File: src/rtl/spi_slave_frame.sv
// SPI mode-0 frame responder: address/command byte then up to NBYTES data bytes.
// Write frames land on BUS_OUT, read frames shift TX_BUS out on MISO.
//
// Ports:
//   Mclk, nReset              system clock, async active-low reset
//   SPI_clk, SPI_CS, SPI_MOSI SPI inputs (oversampled in Mclk domain)
//   SPI_MISO, SPI_MISO_OE     SPI output and its enable
//   TX_BUS                    frame returned on read, byte0 in MSBs
//   BUS_OUT, Rx_Len           last write frame and its complete byte count
//   Rx_Valid                  1-cycle pulse when BUS_OUT/Rx_Len update
//   Rx_Ovf                    set when a write frame exceeds NBYTES bytes
//   Rd_Done                   1-cycle pulse at the end of a read
//   Busy                      high from CS fall until back in IDLE
//   Rx_Err                    (SPI_SLV_CHECKSUM_EN only) bad/missing checksum
//
// Optional feature macro: SPI_SLV_CHECKSUM_EN (XOR checksum byte on writes
// and reads). Default build has no checksum.

module spi_slave_frame #(
    parameter logic [6:0] DEV_ADDR    = 7'h5A,
    parameter int         NBYTES      = 15,
    parameter int         SYNC_STAGES = 2
) (
    input  logic                          Mclk,
    input  logic                          nReset,
    input  logic                          SPI_clk,
    input  logic                          SPI_CS,
    input  logic                          SPI_MOSI,
    output logic                          SPI_MISO,
    output logic                          SPI_MISO_OE,
    input  logic [8*NBYTES-1:0]           TX_BUS,
    output logic [8*NBYTES-1:0]           BUS_OUT,
    output logic [$clog2(NBYTES+1)-1:0]   Rx_Len,
`ifdef SPI_SLV_CHECKSUM_EN
    output logic                          Rx_Err,
`endif
    output logic                          Rx_Valid,
    output logic                          Rx_Ovf,
    output logic                          Rd_Done,
    output logic                          Busy
);

    localparam int CW = $clog2(NBYTES + 1);
    localparam int BW = 8 * NBYTES;
`ifdef SPI_SLV_CHECKSUM_EN
    localparam int TXW = BW + 8;
`else
    localparam int TXW = BW;
`endif

    typedef enum logic [2:0] {
        S_IDLE,
        S_ADDR,
        S_WRITE,
        S_READ,
        S_IGNORE,
        S_DONE
    } state_t;

    state_t r_state;
    state_t w_next;

    // Synchroniser: {sck, cs, mosi} per stage. CS resets to 0 so that a
    // frame already in progress at reset release never shows a CS fall.
    logic [2:0] r_sync [SYNC_STAGES];
    logic [1:0] r_prev;
    logic [2:0] w_cur;

    always_ff @(posedge Mclk or negedge nReset) begin
        if (!nReset) begin
            for (int i = 0; i < SYNC_STAGES; i++) begin
                r_sync[i] <= '0;
            end
            r_prev <= '0;
        end else begin
            r_sync[0] <= {SPI_clk, SPI_CS, SPI_MOSI};
            for (int i = 1; i < SYNC_STAGES; i++) begin
                r_sync[i] <= r_sync[i-1];
            end
            r_prev <= w_cur[2:1];
        end
    end

    logic w_mosi;
    logic w_rise;
    logic w_fall;
    logic w_cs_fall;
    logic w_cs_rise;
    logic w_active;
    logic w_end;
    logic w_start;
    logic w_last;
    logic w_match;
    logic [7:0] w_byte;
    logic [TXW-1:0] w_tx_load;

    logic [6:0]     r_shift;
    logic [2:0]     r_bit_cnt;
    logic [CW-1:0]  r_byte_cnt;
    logic [BW-1:0]  r_rx_buf;
    logic [TXW-1:0] r_tx;
    logic           r_miso;
    logic           r_oe;
    logic [BW-1:0]  r_bus;
    logic [CW-1:0]  r_len;
    logic           r_valid;
    logic           r_ovf;
    logic           r_rd_done;
    logic           r_busy;
    logic           r_cs_pend;
`ifdef SPI_SLV_CHECKSUM_EN
    logic [7:0]     r_xor;
    logic [7:0]     r_ck;
    logic           r_ck_got;
    logic           r_err;
    logic [7:0]     w_tx_ck;
`endif

    assign w_cur     = r_sync[SYNC_STAGES-1];
    assign w_mosi    = w_cur[0];
    // SCK edges only count while CS is low
    assign w_rise    = w_cur[2] & ~r_prev[1] & ~w_cur[1];
    assign w_fall    = ~w_cur[2] & r_prev[1] & ~w_cur[1];
    assign w_cs_fall = ~w_cur[1] & r_prev[0];
    assign w_cs_rise = w_cur[1] & ~r_prev[0];
    assign w_active  = (r_state == S_ADDR) || (r_state == S_WRITE) ||
                       (r_state == S_READ) || (r_state == S_IGNORE);
    assign w_end     = w_active & w_cs_rise;
    // A CS fall seen during DONE is replayed from r_cs_pend
    assign w_start   = (r_state == S_IDLE) & (w_cs_fall | r_cs_pend);
    assign w_last    = w_rise & (r_bit_cnt == 3'd7);
    assign w_byte    = {r_shift, w_mosi};
    assign w_match   = (r_shift == DEV_ADDR);

`ifdef SPI_SLV_CHECKSUM_EN
    always_comb begin
        w_tx_ck = '0;
        for (int i = 0; i < NBYTES; i++) begin
            w_tx_ck = w_tx_ck ^ TX_BUS[8*i +: 8];
        end
    end
    assign w_tx_load = {TX_BUS, w_tx_ck};
`else
    assign w_tx_load = TX_BUS;
`endif

    always_ff @(posedge Mclk or negedge nReset) begin
        if (!nReset) begin
            r_state <= S_IDLE;
        end else begin
            r_state <= w_next;
        end
    end

    always_comb begin
        w_next = r_state;
        unique case (r_state)
            S_IDLE: begin
                if (w_start) w_next = S_ADDR;
            end
            S_ADDR: begin
                if (w_end) begin
                    w_next = S_DONE;
                end else if (w_last) begin
                    if (!w_match)    w_next = S_IGNORE;
                    else if (w_mosi) w_next = S_READ;
                    else             w_next = S_WRITE;
                end
            end
            S_WRITE, S_READ, S_IGNORE: begin
                if (w_end) w_next = S_DONE;
            end
            S_DONE: begin
                w_next = S_IDLE;
            end
            default: begin
                w_next = S_IDLE;
            end
        endcase
    end

    always_ff @(posedge Mclk or negedge nReset) begin
        if (!nReset) begin
            r_shift    <= '0;
            r_bit_cnt  <= '0;
            r_byte_cnt <= '0;
            r_rx_buf   <= '0;
            r_tx       <= '0;
            r_miso     <= 1'b0;
            r_oe       <= 1'b0;
            r_bus      <= '0;
            r_len      <= '0;
            r_valid    <= 1'b0;
            r_ovf      <= 1'b0;
            r_rd_done  <= 1'b0;
            r_busy     <= 1'b0;
            r_cs_pend  <= 1'b0;
`ifdef SPI_SLV_CHECKSUM_EN
            r_xor      <= '0;
            r_ck       <= '0;
            r_ck_got   <= 1'b0;
            r_err      <= 1'b0;
`endif
        end else begin
            r_valid   <= 1'b0;
            r_rd_done <= 1'b0;
`ifdef SPI_SLV_CHECKSUM_EN
            r_err     <= 1'b0;
`endif
            if (r_state == S_DONE && w_cs_fall) begin
                r_cs_pend <= 1'b1;
            end else if (r_state == S_IDLE) begin
                r_cs_pend <= 1'b0;
            end

            if (w_start) begin
                r_bit_cnt  <= '0;
                r_byte_cnt <= '0;
                r_ovf      <= 1'b0;
                r_busy     <= 1'b1;
                r_rx_buf   <= '0;
                r_miso     <= 1'b0;
                r_oe       <= 1'b0;
`ifdef SPI_SLV_CHECKSUM_EN
                r_xor      <= '0;
                r_ck_got   <= 1'b0;
`endif
            end

            if (r_state == S_DONE) begin
                r_busy <= 1'b0;
            end

            if ((r_state == S_ADDR || r_state == S_WRITE) && w_rise) begin
                r_shift   <= w_byte[6:0];
                r_bit_cnt <= r_bit_cnt + 3'd1;
            end

            if (r_state == S_ADDR && w_last && w_match && w_mosi) begin
                r_tx <= w_tx_load;
                r_oe <= 1'b1;
            end

            if (r_state == S_WRITE && w_last) begin
                if (r_byte_cnt != CW'(NBYTES)) begin
                    for (int i = 0; i < NBYTES; i++) begin
                        if (r_byte_cnt == CW'(i)) begin
                            r_rx_buf[BW-1-8*i -: 8] <= w_byte;
                        end
                    end
                    r_byte_cnt <= r_byte_cnt + CW'(1);
`ifdef SPI_SLV_CHECKSUM_EN
                    r_xor <= r_xor ^ w_byte;
                end else if (!r_ck_got) begin
                    r_ck     <= w_byte;
                    r_ck_got <= 1'b1;
`endif
                end else begin
                    r_ovf <= 1'b1;
                end
            end

            // Zero shifts in behind the frame, so MISO idles low afterwards
            if (r_state == S_READ && w_fall) begin
                r_miso <= r_tx[TXW-1];
                r_tx   <= {r_tx[TXW-2:0], 1'b0};
            end

            if (w_end) begin
`ifdef SPI_SLV_CHECKSUM_EN
                if (r_state == S_WRITE) begin
                    if (r_byte_cnt == CW'(NBYTES) && r_ck_got &&
                        r_ck == r_xor) begin
                        r_bus   <= r_rx_buf;
                        r_len   <= r_byte_cnt;
                        r_valid <= 1'b1;
                    end else begin
                        r_err <= 1'b1;
                    end
                end
`else
                if (r_state == S_WRITE && r_byte_cnt != '0) begin
                    r_bus   <= r_rx_buf;
                    r_len   <= r_byte_cnt;
                    r_valid <= 1'b1;
                end
`endif
                if (r_state == S_READ) begin
                    r_rd_done <= 1'b1;
                    r_oe      <= 1'b0;
                    r_miso    <= 1'b0;
                end
            end
        end
    end

    assign SPI_MISO    = r_miso;
    assign SPI_MISO_OE = r_oe;
    assign BUS_OUT     = r_bus;
    assign Rx_Len      = r_len;
    assign Rx_Valid    = r_valid;
    assign Rx_Ovf      = r_ovf;
    assign Rd_Done     = r_rd_done;
    assign Busy        = r_busy;
`ifdef SPI_SLV_CHECKSUM_EN
    assign Rx_Err      = r_err;
`endif

endmodule

File: config.mk
export PLATFORM = sky130hd
export DESIGN_NAME = spi_slave_frame
export DESIGN_NICKNAME = d
export VERILOG_FILES = /design/src/rtl/spi_slave_frame.sv
export SDC_FILE = /design/constraint.sdc
export NUM_CORES = 1
export LEC_CHECK = 0
export CAP_MARGIN = 25
export CORE_MARGIN = 5
export CORE_UTILIZATION = 30
export CTS_BUF_LIST = sky130_fd_sc_hd__clkbuf_8
export CTS_CLUSTER_SIZE = 8
export DETAILED_ROUTE_END_ITERATION = 10
export PLACE_DENSITY = 0.56
export SYNTH_ARGS = -nofsm -noshare
export SYNTH_HDL_FRONTEND = slang
export SYNTH_SLANG_ARGS = --single-unit
File: constraint.sdc
create_clock -name Mclk -period 1.8 [get_ports Mclk]
set_input_delay 0.36 -clock Mclk [delete_from_list [all_inputs] [get_ports Mclk]]
set_output_delay 0.36 -clock Mclk [all_outputs]
set_load 0.05 [all_outputs]
# After elaboration in Yosys (flattened, before gate mapping)
# Index checks and enable logic that the tools add are counted.
# classes
bitwise_logic	14
n_reduce_logical	21
add_sub_neg	2
eq_ne	25
mux	51
# ops
operator	n
2-to-1 mux 120 bit	5
2-to-1 mux 8 bit	15
equality test 4 bit (second input constant)	7
2-to-1 mux 3 bit	7
2-to-1 mux 1 bit	20
equality test 4 x 3 -> 1 bit (second input constant)	4
2-to-1 mux 4 bit	3
AND 1 bit	9
equality test 3 bit (second input constant)	3
case mux 3 bit (3 select lines)	1
equality test 4 x 2 -> 1 bit (second input constant)	2
logical AND 1 bit	8
nonzero test 2 bit	4
equality test 7 bit (second input constant)	1
equality test 3 x 2 -> 1 bit (second input constant)	2
adder 4 x 1 -> 4 bit (second input constant)	1
equality test 4 x 1 -> 1 bit (second input constant)	1
zero test 4 bit	1
inequality test 2 bit (second input constant)	2
inequality test 4 bit (second input constant)	1
inverter 1 bit	4
nonzero test 4 bit	1
adder 3 x 1 -> 3 bit (second input constant)	1
equality test 3 x 1 -> 1 bit (second input constant)	1
7 further kinds	9
# word_totals
in_bits	125
out_inout_bits	130
ff_bits	396
word_cells	131

# Depth between registers and ports, before layout
# logic_depth
ltp_word	10
mapped_depth	9
ltp_nobuf	6

# Worst setup path after synthesis
# OpenSTA, ideal clock, no wires.
# synth_timing
kind	register to register
from	reg r_bit_cnt[0]
to	reg r_tx[110]
period_less_slack_ps	2008
setup_ps	124
required_ps	1676
path_stages_with_launch	10
arrival_time_ps	1885
path_slack_ps	-208
n_path_buf	3
path_cell_list	dfrtp_1 ha_1 ha_1 nor4bb_1 clkbuf_1 nand4_1 buf_2 clkbuf_1 o22ai_1 a21oi_2
# synth_via
elab_chain_len	6
# synth_rtl
item	line_no	rtl
from (decl)	98	logic [2:0] r_bit_cnt;
from (signal assigned)	236	r_bit_cnt <= r_bit_cnt + 3'd1;
equality test 3 bit	131	assign w_last = w_rise & (r_bit_cnt == 3'd7);
AND 1 bit	131	
logical AND 1 bit (3 in series)	239	if (r_state == S_ADDR && w_last && w_match && w_mosi) begin
nonzero test 2 bit (no line)	-	
to (signal assigned)	240	r_tx <= w_tx_load;
to (signal assigned)	266	r_tx <= {r_tx[TXW-2:0], 1'b0};
to (decl)	101	logic [TXW-1:0] r_tx;
# No other way between the ends.
# A chain may end at the register's enable or synchronous reset.

# Worst setup path after layout
# layout_timing
from	reg r_state[2]
to	reg r_tx[88]
# layout_via
elab_chain_len	5
word_cells_on_any_way	8
classes_between	eq/ne: 2; mux: 1; reduce/logical: 5
# layout_rtl
item	line_no	rtl
from (decl)	60	state_t r_state;
from (signal assigned)	151	r_state <= w_next;
equality test 3 x 1 -> 1 bit	239	
logical AND 1 bit (3 in series)	239	
nonzero test 2 bit (no line)	-	
# Parallel ways exist; a longest one is shown, timed or not.

==> impl_metrics.tcl <==
set metrics [dict create \
    cts.sinks 396 \
    synth_flop_cell "sky130_fd_sc_hd__dfrtp_1" \
    p_per_area_nw_per_um2 868 \
    routed_wl_mm 47.0 \
    via_per_inst 4.75 \
    synthesis.nets 1614 \
    core_area_um2 54800 \
    worstMarginPinSlew_ns 0.475 \
    finalWeightedCongestion 0.793 \
    finalWorstSetupSlack_ns -0.196 \
    synth-seq-cells 396 \
    die_x_um 245 \
    status "complete, but fails checks" \
    finalPower_mw 19.5 \
    row_count 86 \
    via_count 12300 \
    share_clk_of_total_power 0.441 \
    share_comb_of_total_power 0.093 \
    route.detailed.wl_per_inst_um 18.2 \
    placedInstanceArea_um2 20100 \
    yosys.area_share.xor_xnor 0.00106 \
    netlist_top_cells_area "sky130_fd_sc_hd__dfrtp_1, sky130_fd_sc_hd__a21oi_2, sky130_fd_sc_hd__nand2_1, sky130_fd_sc_hd__mux2_2, sky130_fd_sc_hd__o22ai_1" \
    power.ir.vdd_worst_v 0.000520 \
    yosysWarnings 0 \
    power.leakage_nw 11.2 \
    dr.first_iter.drc_count 592 \
    design.die.area_um2 59800 \
    cts_tree "built" \
    finClkSkew_ns 0.0265 \
    max-slew-margin-rel 0.683 \
    worstSkewPairLatency_ns 0.64 \
    synth.largest_area_cell "sky130_fd_sc_hd__dfrtp_1" \
    clk_path_buf_depth 3 \
    grt_overflow_total 0 \
    dp_hpwl_mm 29.3 \
    post-route-drc-count 0 \
    synth_top_family_by_area "simple AND/OR/NAND/NOR gates" \
    post-route-min-period_ns 2.00 \
    postSynthAreaPerCell_um2 11.1 \
    synthesized_area_fraction_occupied_by_adder_cells 0.00455 \
    yosys.area_share.simple 0.121 \
    violations "setup timing" \
    synth_cell_types 47 \
    worstHoldPathType "in2reg" \
    detailedPlace.worstSlack_ns -0.176 \
    power.net_switching_mw 5.04 \
    cts-root-buf "sky130_fd_sc_hd__clkbuf_8" \
    cts.clk_slew.worst_paths_ns 0.06 \
    area.growth.synth_to_final_pct 35.9 \
    synth_enable_flop_cells 0 \
    final_min_period_over_clock_period 1.11 \
    critPathCaptureType "register" \
    synth_sequential_area_ratio 0.600 \
    post_route_cells_drive_above_1_share 0.326 \
    track_usage 0.154 \
    endpoint_of_the_worst_register_to_register_path "r_tx[88]" \
    whs_path_depth 1 \
    timing.reg2reg.worst_path_depth 6 \
    cap_violations 0 \
    critical_path.reg2reg.startpoint "r_state[2]" \
    compound_gate_fraction_of_synth_area 0.118 \
    fin_util 0.410 \
    critical_path_arrival_ns 2.56 \
    cell_area_after_layout_um2 22400 \
    switching_share 0.259 \
    layout.cells.most_common_list "sky130_fd_sc_hd__dfrtp_1, sky130_fd_sc_hd__nand2_1, sky130_fd_sc_hd__buf_4" \
    drtPass1Iterations 5 \
    cp_max_fo 11 \
    port_buffers 254 \
    die-height_um 245 \
    max_freq_mhz 501 \
    finalNetCount 1954 \
    p_int_mw 14.4 \
    start_util 0.301 \
    worstSetupPathType "reg2reg" \
    timing.critical_path.to "r_tx[88]" \
    grt_max_degree 96 \
    report.final.slew_viol_count 0 \
    synth_top_area_frac 0.600 \
    first_global_vias 13000 \
    drt.antenna.violating_nets 0 \
    finalHoldViolations 0 \
    cts_buffers 72 \
    num_io_pins 255 \
    required_time_of_the_critical_path_ns 2.36 \
    leading_cell_type_in_the_layout_fill_and_taps_excluded "sky130_fd_sc_hd__dfrtp_1" \
    grt_setup_unrepaired "true" \
    setup.worst_path.start_class "register" \
    p_seq_frac 0.466 \
    htreeDepth 3 \
    async_reset_ff_frac 1.00 \
    antenna_found_initial 2 \
    reg2reg_setup_slack_ns -0.20 \
    grt_pass1_wl_mm 73.5 \
    area_of_the_mapped_netlist_um2 16500 \
    syn-instance-count 1483 \
    finalSetupViolCount 269 \
    startpoint "r_state[2]" \
    post_synth_mux_area_share 0.0880 \
]
-- cell usage after synthesis, types with 2 or more instances --
master                     instances
sky130_fd_sc_hd__o22ai_1         119
sky130_fd_sc_hd__nand4_1          16
sky130_fd_sc_hd__buf_6            19
sky130_fd_sc_hd__dfrtp_1         396
sky130_fd_sc_hd__buf_1            12
sky130_fd_sc_hd__inv_1           130
sky130_fd_sc_hd__and4_1           15
sky130_fd_sc_hd__mux2_1           47
sky130_fd_sc_hd__a21oi_1          13
sky130_fd_sc_hd__ha_1              6
sky130_fd_sc_hd__nand2_1         249
sky130_fd_sc_hd__nand3_1         131
sky130_fd_sc_hd__nor2b_1           5
sky130_fd_sc_hd__o21ai_0          13
sky130_fd_sc_hd__buf_2            23
sky130_fd_sc_hd__mux2_2           82
sky130_fd_sc_hd__a21oi_2         110
sky130_fd_sc_hd__nor4bb_1          2
sky130_fd_sc_hd__nor2_1            4
sky130_fd_sc_hd__and3b_1           2
sky130_fd_sc_hd__a31oi_1           2
sky130_fd_sc_hd__a21o_1            3
sky130_fd_sc_hd__and2_1            2
sky130_fd_sc_hd__clkbuf_1         58
sky130_fd_sc_hd__buf_4             2
-- layer usage --
| layer | GRT usage | routed length (um) |
|---|---|---|
| met1 | 0.201 | 20500 |
| met2 | 0.241 | 21900 |
| met5 | 0 | 7 |
| met4 | 0.0535 | 1060 |
| met3 | 0.0510 | 3550 |
-- worst min-delay path by stage --
stage / from / to
floorplan: nReset / BUS_OUT[0]
global placement: nReset / BUS_OUT[49]
detailed placement: nReset / r_rx_buf[33]
CTS: SPI_clk / r_sync[5]
global route: SPI_clk / r_sync[5]
finish: SPI_clk / r_sync[5]
-- what timing repair did --
item                                    CTS  global route
gates cloned                              6             6
hold endpoints to repair                273             0
resized for setup                        75            31
hold buffers                              1             0
endpoints found under the setup margin  299           371
pin swaps                                28             7
setup buffers                            13             2
-- critical path, stage by stage, from the launching register on --
cell and delay, ns:
sky130_fd_sc_hd__dfrtp_1 0.41, sky130_fd_sc_hd__nand3b_1 0.23, sky130_fd_sc_hd__or4b_4 0.59, sky130_fd_sc_hd__and2_4 0.19, sky130_fd_sc_hd__buf_12 0.16, sky130_fd_sc_hd__clkbuf_16 0.18, sky130_fd_sc_hd__a21oi_2 0.13
-- final cells by class --
class | instances | area, um2
Fill cell | 5241 | 32300
Clock inverter | 38 | 260
Antenna cell | 2 | 5.00
Sequential cell | 396 | 9910
Timing Repair Buffer | 381 | 3880
Multi-Input combinational cell | 842 | 5820
Inverter | 130 | 488
Clock buffer | 87 | 1200
Tap cell | 704 | 881
-- cells by family (layout without fill, tap and decap cells) --
kind of cell    after synthesis  in the layout
mux                         129            129
buf+inv                     245            636
fa+ha+maj                     6              6
xor+xnor                      2              2
compound gates              269            269
flops                       396            396
simple gates                436            436
other cells                   0              2
-- power groups by stage --
| stage | Clock, mW | Sequential (mW) | Combinational [mW] |
|---|---|---|---|
| 2_1_floorplan | 0 | 9.24 | 0.632 |
| 3_3_place_gp | 0 | 9.21 | 1.76 |
| 3_5_place_dp | 0 | 9.22 | 1.77 |
| 4_1_cts | 8.97 | 9.06 | 1.79 |
| 5_1_grt | 9.37 | 9.07 | 1.95 |
| 6_report | 8.59 | 9.07 | 1.81 |
-- stage by stage --
step                      setup TNS, ns  hold slack (ns)  instances
after global placement           -29.37            0.261       2426
after floorplan                   -8.48           0.0644       1483
final                            -23.75            0.167       2580
after CTS                        -22.55           0.0832       2571
after detailed placement         -29.15            0.261       2426
after global routing             -56.76            0.112       2579
-- state kept, by name (all words and copies together) (netlist names) --
signal / cells
Busy: 1
r_bit_cnt: 3
r_byte_cnt: 4
Rx_Valid: 1
Rx_Len: 4
Rx_Ovf: 1
r_shift: 7
SPI_MISO: 1
r_sync: 3
BUS_OUT: 120
r_cs_pend: 1
r_rx_buf: 120
w_cur: 3
r_state: 3
Rd_Done: 1
SPI_MISO_OE: 1
r_prev: 2
r_tx: 120
No activity file was read; power rests on OpenSTA's default activity.
